<file path="config.mk">
export PLATFORM = sky130hd
export DESIGN_NAME = pipeline_reg_elastic
export DESIGN_NICKNAME = d
export VERILOG_FILES = /design/src/rtl/pipeline_reg_elastic.sv
export SDC_FILE = /design/constraint.sdc
export NUM_CORES = 1
export LEC_CHECK = 0
export CAP_MARGIN = 20
export CORE_MARGIN = 10
export CORE_UTILIZATION = 65
export CTS_BUF_LIST = sky130_fd_sc_hd__clkbuf_4
export CTS_CLUSTER_DIAMETER = 30
export DETAILED_ROUTE_END_ITERATION = 10
export DONT_BUFFER_PORTS = 1
export PLACE_DENSITY = 0.88
export SETUP_SLACK_MARGIN = 0.5
export SYNTH_ARGS = -nofsm -noshare
export SYNTH_HDL_FRONTEND = slang
export SYNTH_SLANG_ARGS = --single-unit
</file>
<file path="constraint.sdc">
create_clock -name clk -period 1.8 [get_ports clk]
set_input_delay 0.36 -clock clk [delete_from_list [all_inputs] [get_ports clk]]
set_output_delay 0.36 -clock clk [all_outputs]
set_load 0.01 [all_outputs]
</file>
<file path="src/rtl/pipeline_reg_elastic.sv">
// Elastic pipeline register: DEPTH valid/ready stages with bubble collapse and
// an optional input skid buffer that makes in_ready a flop output.
module pipeline_reg_elastic #(
    parameter int WIDTH     = 8,
    parameter int DEPTH     = 2,
    parameter int REG_READY = 1,
    parameter int CNT_W     = $clog2(DEPTH + REG_READY + 1)
) (
    input  logic             clk,
    input  logic             reset,
    input  logic             flush,
    input  logic             in_valid,
    output logic             in_ready,
    input  logic [WIDTH-1:0] in_data,
    output logic             out_valid,
    input  logic             out_ready,
    output logic [WIDTH-1:0] out_data,
    output logic [CNT_W-1:0] occupancy
);

    logic [DEPTH-1:0] vld;
    logic [WIDTH-1:0] dat [DEPTH];
    logic [DEPTH-1:0] can_ld;
    logic             src_valid;
    logic [WIDTH-1:0] src_data;
    logic             in_xfer;
    logic             out_xfer;

    // Stage i may load when any stage from i to the end is empty or the tail drains;
    // written without a bit-to-bit chain to keep the vector free of self-dependence.
    always_comb begin
        can_ld = '0;
        for (int unsigned i = 0; i < DEPTH; i++) begin
            can_ld[i] = out_ready;
            for (int unsigned j = i; j < DEPTH; j++) begin
                if (!vld[j]) can_ld[i] = 1'b1;
            end
        end
    end

    assign out_valid = vld[DEPTH-1] & ~flush;
    assign out_data  = dat[DEPTH-1];
    assign out_xfer  = out_valid & out_ready;
    assign in_xfer   = in_valid & in_ready;

    if (REG_READY != 0) begin : g_skid
        logic             skid_valid;
        logic [WIDTH-1:0] skid_data;

        assign in_ready  = ~skid_valid & ~flush;
        assign src_valid = skid_valid | in_xfer;
        assign src_data  = skid_valid ? skid_data : in_data;

        always_ff @(posedge clk or posedge reset) begin
            if (reset) begin
                skid_valid <= 1'b0;
                skid_data  <= '0;
            end else if (flush) begin
                skid_valid <= 1'b0;
                skid_data  <= '0;
            end else if (skid_valid && can_ld[0]) begin
                skid_valid <= 1'b0;
            end else if (in_xfer && !can_ld[0]) begin
                skid_valid <= 1'b1;
                skid_data  <= in_data;
            end
        end
    end else begin : g_noskid
        assign in_ready  = can_ld[0] & ~flush;
        assign src_valid = in_xfer;
        assign src_data  = in_data;
    end

    for (genvar g = 0; g < DEPTH; g++) begin : g_stage
        logic             v;
        logic [WIDTH-1:0] d;
        logic             up_v;
        logic [WIDTH-1:0] up_d;

        if (g == 0) begin : g_head
            assign up_v = src_valid;
            assign up_d = src_data;
        end else begin : g_body
            assign up_v = vld[g-1];
            assign up_d = dat[g-1];
        end

        always_ff @(posedge clk or posedge reset) begin
            if (reset) begin
                v <= 1'b0;
                d <= '0;
            end else if (flush) begin
                v <= 1'b0;
                d <= '0;
            end else if (can_ld[g]) begin
                v <= up_v;
                if (up_v) d <= up_d;
            end
        end

        assign vld[g] = v;
        assign dat[g] = d;
    end

    always_ff @(posedge clk or posedge reset) begin
        if (reset) begin
            occupancy <= '0;
        end else if (flush) begin
            occupancy <= '0;
        end else if (in_xfer && !out_xfer) begin
            occupancy <= occupancy + CNT_W'(1);
        end else if (!in_xfer && out_xfer) begin
            occupancy <= occupancy - CNT_W'(1);
        end
    end

endmodule
</file>
==> summary by stage, run 1 <==
Placement
Once placement completed, the tool counted placed cells totaling around 150. After detailed placement, the total cell area comes to 0.00146 mm2. Routability-driven placement finished with a final weighted congestion of 0.764. The count of buffers added on input and output ports is 0. The minimum setup slack after placement is approximately 0.34 ns. The post-DP HPWL is a little over 2000 um.

Synthesis
The share of synthesized area in the top cell type comes to 0.506. For this run, the number of Yosys warnings is 0. The async set-reset flop share out of synthesis is 1.00. The synthesized design contains 29 register bits. The post-synthesis cell area is 0.00143 mm2. A synthesized cell averages 11.0 um2.

Yosys mapped a number of flops with a built-in enable equal to 0. The sequential element share of the synthesized area is 0.506. Counting instances in the post-synthesis netlist gives the leading cell types as dfrtp_1 (29), mux2_2 (16), nor2_1 (12). In the synthesized netlist, the number of instances is 130. The total nets after synthesis is about 140. The number of different library cells in the post-synthesis netlist is 25. The most used flip-flop cell after synthesis is dfrtp_1. Sorting the synthesized cells by area gives the leading types as dfrtp_1 (51%), mux2_2 (13%), mux2i_1 (6.3%), nor2b_1 (4.4%), a21oi_1 (3.5%). The library cell with the largest summed area after synthesis is dfrtp_1.

The most common cell in the netlist is dfrtp_1.

GRT
The layer flagged by global routing as most heavily used is met2. The number of antenna violations at the first check in global routing is 0. The global-route wire length before repair is 5070 um.

The met3 usage in global routing is 0.0870. The total overflow left after global routing is 0. The number of global-route vias before repair is roughly 1100. The largest net degree at the start of global routing is 37. The met1 usage in global routing is 0.153.

For this run, global-route usage on met2 was measured as 0.244. Across every metal layer, demand over resource in global routing totals 0.148.

STA
The slew of the pin with the lowest slew margin is 0.398 ns. Setup repair after global routing could not meet its margin everywhere. The post-route setup TNS is 0 ns. For the final database, setup skew stands at 0.00232 ns. The post-route fraction of the period consumed by the critical path is 0.807. Across all setup checks in the final design, the least slack found is 0.348 ns. For this run, the top clock speed supported by timing is 689 MHz.

The worst slew margin relative to its limit is 0.734. The number of max-slew violations in the final report came to 0. Setup violations remaining at the end of the flow were counted as 0. The count of endpoints failing hold in the final timing report came to 0. The clock period minus worst slack is 1.45 ns.

Final layout
The finished layout holds 168 standard cells, fillers aside. The final net count is 153. The post-layout instance area is 0.00168 mm2. The number of antenna repair diodes is 0. The layout overhead on the synthesized area is 17.3%. The footprint of the multi-input gates is between 700 and 800 um2.

The area taken by flip-flops and latches is roughly 730 um2. Of the cells placed in the final design, the portion with a size suffix greater than 1 is 0.291. Counting the fill cells in the layout gives 111.

Floorplanning
Measured along the y axis, the die boundary spans ~67 um. After floorplanning, the core was divided into 16 placement rows. In this run the horizontal extent of the chip is 67.0 um. The die area is 0.00448 mm2. 25 I/O pins were placed.

For this configuration, the core starts out at a cell density of 0.709. The core region is 0.00202 mm2.

Routing
The violation count after the first detailed-routing iteration is 101. Summing over every cut layer, the via total after detailed routing is 1022. The first detailed-routing pass took 4 iterations.

The overall routed net length is 3340 um. The count of antenna-violating nets left after detailed routing is 0. In the routed layout, each cell is associated on average with a via count of 6.08.

The total DRC errors in the routed layout is 0. Dividing the detail-routed wire length by the instance count gives 19.9 um.

Clock network
The clock net in this run drives a total of 29 sinks. Clock tree synthesis inserted a total of 5 buffers. The register clock-pin slew on the reported worst setup and hold paths is about 0.090 ns. The maximum number of buffers from clock root to sink is 2. The clock tree synthesis step divided the H-tree into 2 levels. The later pin in the worst-skew pair is clocked with a latency of ~0.33 ns.

In this run the clock root is driven by a clkbuf_4. TritonCTS built the clock tree.

Min path
The class of the most critical hold timing path is input pin to flop.

Critical path
For the worst setup path, the data required time is 2.02 ns. The top fanout value on the critical path is 8. The nature of the critical path startpoint is a flop. The critical path class is flop to flop.

The endpoint arrival time on the critical path is about 1.7 ns. STA classifies the critical path endpoint as a flop.

Power and ir drop
Of the total power, registers draw 0.518. The switching portion of total power is 0.234. The switching power total is 0.000321 W. The share of power burned in the clock network is 0.384.

The worst-case IR drop observed on VDD is 0.000772 V. The total leakage power is 0.748 nW. The proportion of power drawn by combinational gates is 0.097. Power spread over the standard cell area amounts to 817 mW/mm2.

The internal power of the cells is 0.00105 W.

Outcome
The run finished with clean final reports.

Run
The count of max-cap constraint violations is 0.
layout make-up:
cell class | instances | area share
Multi-Input combinational cell | 91 | 0.427
Clock inverter | 2 | 0.0201
Tap cell | 27 | 0.0201
Sequential cell | 29 | 0.432
Timing Repair Buffer | 11 | 0.0699
Inverter | 2 | 0.00446
Clock buffer | 6 | 0.0268
through the flow:
stage	utilization	total power, W	hold WS (ns)
2_1_floorplan	-	0.000810	0.438
3_3_place_gp	0.723	0.000816	0.240
3_5_place_dp	0.723	0.000826	0.251
4_1_cts	0.813	0.00138	0.0756
5_1_grt	0.832	0.00142	0.0695
6_report	0.832	0.00137	0.0826
flip-flops by register name, summed over array words and instances (netlist names):
register and flops:
g_skid.skid_data 8, g_stage.d 8, occupancy 2, g_skid.skid_valid 1, g_stage.v 2, out_data 8
cell usage in the layout, fill, tap and decap left out, types with 2 or more instances in the layout:
| cell | synthesis | final |
|---|---|---|
| nand3b_1 | 2 | 2 |
| buf_12 | 0 | 2 |
| buf_6 | 0 | 2 |
| nor2_1 | 12 | 11 |
| clkbuf_4 | 0 | 6 |
| a21oi_1 | 10 | 10 |
| dfrtp_1 | 29 | 29 |
| inv_1 | 2 | 2 |
| buf_4 | 0 | 6 |
| mux2_2 | 16 | 7 |
| mux2_4 | 0 | 9 |
| mux2i_1 | 9 | 9 |
| nand2b_1 | 3 | 3 |
| nor2b_1 | 10 | 8 |
| o21ai_0 | 8 | 8 |
| nand3_1 | 9 | 9 |
power by group through the flow:
| stage | logic, W | registers, W | clock network, W |
|---|---|---|---|
| after floorplan | 0.0000981 | 0.000712 | 0 |
| after global placement | 0.0000974 | 0.000718 | 0 |
| after detailed placement | 0.000104 | 0.000722 | 0 |
| after CTS | 0.000126 | 0.000710 | 0.000540 |
| after global routing | 0.000145 | 0.000716 | 0.000561 |
| final | 0.000133 | 0.000712 | 0.000528 |
critical path, cell delays in order, from the launching register on:
cell and delay, ns:
dfrtp_1 0.45, nand3b_1 0.20, a21oi_4 0.23, buf_12 0.16
mux2_4 0.30
final timing paths:
kind / from / slack [ns] / end / depth (start not counted)
worst min register to register: g_stage[0].d[1] / 0.52 / g_stage[0].d[1] / 1
worst max-delay path: g_stage[1].v / 0.35 / g_stage[0].d[0] / 4
worst min-delay path: flush / 0.08 / g_stage[0].v / 1
worst max register to register: g_stage[1].v / 0.35 / g_stage[0].d[0] / 4
min in group asynchronous: reset / 0.46 / out_data[1] / 2
max in group asynchronous: reset / 0.76 / g_skid.skid_data[7] / 3
logic make-up after synthesis:
logic type / synth area share
buf+inv: 0.0323
xor+xnor: 0.00611
compound gates: 0.0847
simple gates: 0.182
mux: 0.188
flops: 0.506
metal layers:
layer  vias up  part of all wire  wire (um)
li1        471                 -          -
met5         -                 0          0
met1       500              0.38       1250
met2        40              0.49       1640
met4         0             0.025         83
met3        11              0.11        363
repair_timing:
action | 4_1_cts | 5_1_grt
setup buffers | 3 | 3
pin swaps | 5 | 4
endpoints found under the hold margin | 10 | 0
hold buffers | 1 | 0
gates resized for setup | 12 | 5
endpoints found under the setup margin | 12 | 26
No activity file was read; power rests on OpenSTA's default activity.
==> run 2, diff against run 1 <==
--- a/config.mk
+++ b/config.mk
@@ -7,12 +7,12 @@
 export LEC_CHECK = 0
 export CAP_MARGIN = 20
 export CORE_MARGIN = 10
-export CORE_UTILIZATION = 65
+export CORE_UTILIZATION = 58
 export CTS_BUF_LIST = sky130_fd_sc_hd__clkbuf_4
 export CTS_CLUSTER_DIAMETER = 30
 export DETAILED_ROUTE_END_ITERATION = 10
 export DONT_BUFFER_PORTS = 1
-export PLACE_DENSITY = 0.88
+export PLACE_DENSITY = 0.83
 export SETUP_SLACK_MARGIN = 0.5
 export SYNTH_ARGS = -nofsm -noshare
 export SYNTH_HDL_FRONTEND = slang
==> constraint.sdc (replaced) <==
create_clock -name clk -period 1.3 [get_ports clk]
set_input_delay 0.26 -clock clk [delete_from_list [all_inputs] [get_ports clk]]
set_output_delay 0.26 -clock clk [all_outputs]
set_load 0.01 [all_outputs]
==> summary by stage, run 2 (synthesized netlist as in run 1, its figures left out) <==
STA
The clock period minus worst slack is 1.49 ns (+0.0345 ns). The post-route fraction of the period consumed by the critical path is 1.14 (+0.337). The slew of the pin with the lowest slew margin was 0.610 ns (+0.212 ns).

The worst setup margin is -0.187 ns (-0.535 ns). The count of endpoints failing hold in the final timing report came to 29 (+29). Setup repair after global routing could not meet its margin everywhere.

The final number of setup-violating endpoints is 19 (+19). The number of max-slew violations in the final report is 0 (unchanged). The fmax came to 673 MHz (-2.3%). The minimum hold slack is -0.138 ns (-0.221 ns).

The post-route setup TNS came to -3.04 ns (-3.04 ns). The worst slew margin relative to its limit is 0.592 (-0.142). The final setup skew is 0.0148 ns (+0.0124 ns).

Routing
The total DRC errors in the routed layout was 0 (unchanged). The number of iterations in the first detailed-routing pass is 4 (unchanged). The count of antenna-violating nets left after detailed routing was 0 (unchanged). The total vias in the final route is 1062 (+3.9%).

The via-per-instance ratio came to 5.90 (-3.0%). The violation count after the first detailed-routing iteration is 45 (-55%). The average wire per cell in the routed design is 21.0 um (+5.5%). The overall routed net length came to 3770 um (+13%).

Critical path
The category of the worst setup path capture point is a flop. STA classifies the critical path startpoint as a flop. The setup slack of the most critical reg-to-reg path is -0.19 ns (-0.53 ns). The endpoint arrival time on the critical path is 1.69 ns (about the same). The required time at the worst-slack endpoint is 1.50 ns (-0.52 ns). The top fanout value on the critical path is 8 (unchanged). The worst setup path is of the flop to flop kind.

Floorplanning
The die area is 0.00486 mm2 (+8.4%). The top-level port count is 25 (unchanged). The standard cell core area came to 0.00228 mm2 (+13%). The die extent in x is 69.7 um (+4.1%). The placement row count is 17 (+1).

The starting density of the core was 0.630 (-0.0791). The die span in y is 69.7 um (+4.1%).

Power and ir drop
The portion of total power attributed to sequential cells came to 0.502 (-0.016). The final total power is 0.00195 W (+42%). The total leakage power is 0.829 nW (+11%). The switching power total is 0.000459 W (+43%). The peak supply drop was 0.000972 V (+26%). The internal power of the cells is 0.00149 W (+41%). The share of power burned in the clock network came to 0.373 (-0.011). The proportion of power drawn by combinational gates is 0.125 (+0.028). The switching portion of total power is 0.236 (+0.00190). The power density relative to cell area is 1020 mW/mm2 (+24%).

Placement
The post-DP HPWL is 2160 um (+4.0%). The final estimated routing congestion in global placement is 0.736 (-3.7%). The post-placement cell area is 0.00154 mm2 (+5.5%). The total of buffers placed on input and output ports was 0 (unchanged).

GRT
The met1 usage in global routing was 0.157 (+0.00486). The met2 capacity usage during global routing is 0.262 (+0.0180). The total global-route track usage is 0.148 (-0.000398). The number of global-route vias before repair was 1152 (+8.4%).

The largest net degree at the start of global routing is 37 (unchanged). The global-route congestion overflow total is 0 (unchanged). The met3 usage in global routing is 0.0456 (-0.0413). The layer flagged by global routing as most heavily used is met2. The number of antenna violations at the first check in global routing is 0 (unchanged). The global-route wire length before repair is 5890 um (+16%).

Clock network
The clock tree from TritonCTS is yes. The register clock-pin slew on the reported worst setup and hold paths is 0.10 ns (about the same). The insertion delay of the later-clocked pin in the worst-skew pair is 0.32 ns (about the same).

The maximum level of the CTS H-tree is 2 (unchanged). The TritonCTS sink count was 29 (unchanged). The master cell of the clock root buffer is clkbuf_4. The number of CTS-inserted buffers is 5 (unchanged). The maximum number of buffers from clock root to sink is 2 (unchanged).

Final layout
The final core utilization is 0.842 (+0.00999). The post-layout instance area is 0.00192 mm2 (+14%). The final net count is 164 (+7.2%).

In the layout the commonest cells are dfrtp_1 (25), nor2_1 (10), mux2i_1 (9), nand3_1 (9), buf_4 (9). The share of post-route cells with drive strength above 1 is 0.487 (+0.196). The number of antenna repair diodes is 0 (unchanged). The layout overhead on the synthesized area is 33.6%. The library cell used most frequently in the layout, excluding fill and tap cells, is dfrtp_1.

Min path
The class of the most critical hold timing path is input pin to asynchronous set/reset pin.

Run
The count of max-cap constraint violations is 0 (unchanged).

Outcome
The run finished, with violations left. The checks that failed: hold timing, setup timing.
==> run 2: changes by cell type in the layout (fill, tap and decap cells not counted), moves of 4 or more <==
| cell | previous run | this run |
|---|---|---|
| o21ai_0 | 8 | 0 |
| o21ai_2 | 0 | 6 |
| a21oi_1 | 10 | 5 |
| a21oi_2 | 0 | 5 |
| buf_6 | 2 | 7 |
| dfrtp_1 | 29 | 25 |
| dfrtp_2 | 0 | 4 |
==> run 2: final cells by class <==
class                      instances  area, um2
inverter                           2       18.8
sequential                        29        731
timing repair inverter             1       6.26
fill                             118        360
clock inverter                     2       33.8
clock buffer                       6       45.0
tap                               28       35.0
multi-input combinational         92        812
timing repair buffer              20        234
==> run 2: worst max-delay path: stages, from the launching register on <==
cell	delay (ns)
dfrtp_2	0.44
buf_6	0.13
nor3b_4	0.23
nand3_4	0.21
mux2_4	0.35
==> run 2: power groups by stage <==
stage | Sequential, W | Clock [W] | Combinational, W
final | 0.000978 | 0.000726 | 0.000243
after global routing | 0.000983 | 0.000789 | 0.000265
after CTS | 0.000975 | 0.000738 | 0.000219
after floorplan | 0.000987 | 0 | 0.000159
after global placement | 0.000987 | 0 | 0.000166
after detailed placement | 0.000988 | 0 | 0.000173
==> run 2: final timing paths <==
| kind | startpoint | end | cells after the start |
|---|---|---|---|
| setup / recovery | g_skid.skid_valid | g_skid.skid_data[4] | 4 |
| hold / removal | reset | g_stage[0].v | 1 |
| setup reg to reg | g_skid.skid_valid | g_skid.skid_data[4] | 4 |
| hold reg to reg | g_stage[0].d[4] | g_stage[0].d[4] | 1 |
| max in group asynchronous | reset | out_data[5] | 1 |
| min in group clk | flush | out_data[4] | 1 |
==> run 2: what timing repair did <==
action,in CTS,in global routing
pin swaps,12,4
endpoints found under the setup margin,41,41
endpoints found under the hold margin,36,40
resized for setup,34,8
cloned,2,1
setup buffers,7,4
==> run 2: metal layers <==
| metal | vias to the layer above | wire length (um) |
|---|---|---|
| li1 | 492 | - |
| met1 | 540 | 1480 |
| met2 | 21 | 2070 |
| met3 | 9 | 158 |
| met4 | 0 | 65 |
| met5 | - | 0 |
==> run 2: through the flow <==
stage | worst slack, ns | cells
2_1_floorplan | -0.0674 | 130
3_3_place_gp | -0.119 | 158
3_5_place_dp | -0.201 | 158
4_1_cts | -0.147 | 175
5_1_grt | -0.268 | 180
6_report | -0.187 | 180
==> run 3, diff against run 2 <==
--- a/config.mk
+++ b/config.mk
@@ -12,6 +12,7 @@
 export CTS_CLUSTER_DIAMETER = 30
 export DETAILED_ROUTE_END_ITERATION = 10
 export DONT_BUFFER_PORTS = 1
+export HOLD_SLACK_MARGIN = 0.03
 export PLACE_DENSITY = 0.83
 export SETUP_SLACK_MARGIN = 0.5
 export SYNTH_ARGS = -nofsm -noshare
==> summary by stage, run 3 (synthesized netlist as in run 1, its figures left out) <==
Outcome
The flow ran to the end, but the final reports show violations. The final reports fail on hold timing, setup timing.

Critical path
Tracing the worst setup path back leads to its startpoint at g_stage[1].v. The endpoint arrival time on the critical path is 1.69 ns (about the same). The depth of the most critical reg-to-reg path is 4 (unchanged). The setup slack of the most critical reg-to-reg path was -0.19 ns (about the same).

The nature of the critical path startpoint is a flop. The category of the worst setup path capture point is a flop. The top fanout value on the critical path is 8 (unchanged). The worst setup path is of the flop to flop kind. The maximum cell stage delay along the critical path is 0.41 ns (-0.03 ns). The capturing instance or port of the critical path is g_stage[0].d[1]. The slowest stage cell on the critical path is dfrtp_1. The source of the worst register-to-register timing path is g_stage[1].v.

The signal on the critical path passes through nand3b_1 > a21oi_4 > buf_12 > mux2_2. The required time at the worst-slack endpoint was 1.50 ns (about the same). In this run the critical register-to-register path is captured at g_stage[0].d[1].

Routing
The wire length on met3 is 172 um (+8.9%). The count of antenna-violating nets left after detailed routing is 0 (unchanged). The via-per-instance ratio is 5.94 (+0.75%). The met2 routed wirelength was 2040 um (-1.2%). Signal routing reaches up to met4. The overall routed net length came to 3720 um (-1.3%). The violation count after the first detailed-routing iteration was 42 (-6.7%). The number of iterations in the first detailed-routing pass came to 4 (unchanged). The sum of routed wire segments on met1 came to 1450 um (-2.2%).

The average wire per cell in the routed design is 20.7 um (-1.3%). The total vias in the final route is 1070 (+0.75%). The total DRC errors in the routed layout is 0 (unchanged).

Final layout
The layout filler cell count is 123 (+4.2%). The final net count is 164 (unchanged). The most common library cell in the layout ignoring fill and taps is dfrtp_1.

The share of post-route cells with drive strength above 1 is 0.500 (+0.0132). The post-layout instance area is 0.00193 mm2 (+0.72%). The area taken by flip-flops and latches came to 731 um2 (unchanged). Leaving out fill and tap cells, the most frequent cells in the layout are dfrtp_1 (25), nor2_1 (10), mux2i_1 (9), buf_4 (9).

The number of antenna repair diodes was 0 (unchanged). The footprint of the multi-input gates is 826 um2 (+1.7%). The final core utilization is 0.848 (+0.00605). Compared with the post-synthesis result, the final layout area differs by 34.6%.

STA
The worst setup margin is -0.186 ns (+0.000701 ns). The minimum hold slack is -0.137 ns (+0.00107 ns). The slew of the pin with the lowest slew margin is 0.610 ns (+0.000000238 ns). The count of endpoints failing hold in the final timing report is 34 (+17%). The fmax is 673 MHz (about the same). The number of max-slew violations in the final report is 0 (unchanged). The final setup skew was 0.0129 ns (-0.00186 ns). The worst slew margin relative to its limit is 0.592 (unchanged). The final number of setup-violating endpoints came to 19 (unchanged). The post-route fraction of the period consumed by the critical path is 1.14 (about the same). The clock period minus worst slack came to 1.49 ns (-0.000701 ns). Setup repair after global routing could not meet its margin everywhere.

Floorplanning
The standard cell core area is 0.00228 mm2 (unchanged). The die span in y is 69.7 um (unchanged). The die area is 0.00486 mm2 (unchanged). The top-level port count is 25 (unchanged). The die extent in x is 69.7 um (unchanged). The placement row count is 17 (unchanged). The starting density of the core came to 0.630 (unchanged).

GRT
The number of antenna violations at the first check in global routing was 0 (unchanged). The largest net degree at the start of global routing is 37 (unchanged). The global-route congestion overflow total is 0 (unchanged). The global-route wire length before repair is 5890 um (+0.12%). The number of global-route vias before repair is 1152 (unchanged). The total global-route track usage is 0.148 (unchanged).

Clock network
The clock tree from TritonCTS is yes. The maximum level of the CTS H-tree is 2 (unchanged). The tree is rooted in a clkbuf_4. The maximum number of buffers from clock root to sink is 2 (unchanged). The TritonCTS sink count is 29 (unchanged). The number of CTS-inserted buffers is 5 (unchanged). The register clock-pin slew on the reported worst setup and hold paths came to 0.10 ns (about the same).

The insertion delay of the later-clocked pin in the worst-skew pair is 0.32 ns (about the same).

Power and ir drop
The power density relative to cell area is 1010 mW/mm2 (-0.58%). The peak supply drop was 0.000996 V (+2.5%). The switching power total is 0.000459 W (+0.14%). The portion of total power attributed to sequential cells is 0.501 (about the same). The share of power burned in the clock network is 0.372 (about the same). The switching portion of total power came to 0.236 (about the same). The internal power of the cells is 0.00149 W (+0.13%). The total leakage power was 0.834 nW (+0.67%). The proportion of power drawn by combinational gates is 0.127 (+0.002).

Placement
The post-placement cell area is 0.00154 mm2 (unchanged). The final estimated routing congestion in global placement is 0.736 (unchanged). The total of buffers placed on input and output ports is 0 (unchanged). The post-DP HPWL was 2160 um (unchanged).

Min path
The class of the most critical hold timing path is input pin to asynchronous set/reset pin.

Run
The count of max-cap constraint violations is 0 (unchanged).
run 3: cell count changes in the layout (fill, tap and decap cells not counted):
cell      change
nand3_1       -1
nand2b_4      +1
nand3_2       +1
a21oi_1       -1
nand2b_2      -1
a21oi_2       +1
run 3: what timing repair did:
item,in CTS,in global routing
gates cloned,2,1
gates resized for setup,34,11
buffers inserted,7,4
endpoints found under the setup margin,41,41
endpoints found under the hold margin,40,40
pin swaps,12,4
run 3: per-layer routing:
metal	track usage	vias to the layer above
met5	0	-
met4	0.0609	0
met3	0.0456	9
met2	0.260	27
met1	0.159	537
li1	-	497
run 3: power groups by stage:
stage | sequential [W] | combinational (W) | clock [W]
finish | 0.000977 | 0.000247 | 0.000725
global route | 0.000983 | 0.000270 | 0.000783
CTS | 0.000975 | 0.000219 | 0.000738
detailed placement | 0.000988 | 0.000173 | 0
global placement | 0.000987 | 0.000166 | 0
floorplan | 0.000987 | 0.000159 | 0
run 3: cell type report:
type	instances	area share
clock buffers	6	0.0233
clock inverters	2	0.0175
inverters	2	0.00973
multi-input cells	92	0.428
flip-flops and latches	29	0.379
well taps	28	0.0182
repair buffers	20	0.121
repair inverters	1	0.00324
run 3: worst min-delay path by stage:
stage	to	slack (ns)
after floorplan	g_skid.skid_data[0]	0.17
after detailed placement	out_data[3]	0.23
after CTS	g_stage[0].d[0]	-0.12
final	g_stage[0].v	-0.14
after global routing	out_data[3]	-0.12
after global placement	out_data[2]	0.22
run 3: critical path, delay by kind of cell, from the launching register on:
family          cells  cell delay [ns]
flops               1             0.41
mux                 1             0.33
compound gates      1             0.24
simple gates        1             0.23
buf+inv             1             0.15
run 3: through the flow:
| stage | TNS (ns) | instances | setup slack, ns | total power [W] |
|---|---|---|---|---|
| 2_1_floorplan | -0.539 | 130 | -0.0674 | 0.00115 |
| 3_3_place_gp | -0.996 | 158 | -0.119 | 0.00115 |
| 3_5_place_dp | -1.84 | 158 | -0.201 | 0.00116 |
| 4_1_cts | -2.28 | 175 | -0.147 | 0.00193 |
| 5_1_grt | -4.12 | 180 | -0.253 | 0.00204 |
| 6_report | -2.99 | 180 | -0.186 | 0.00195 |
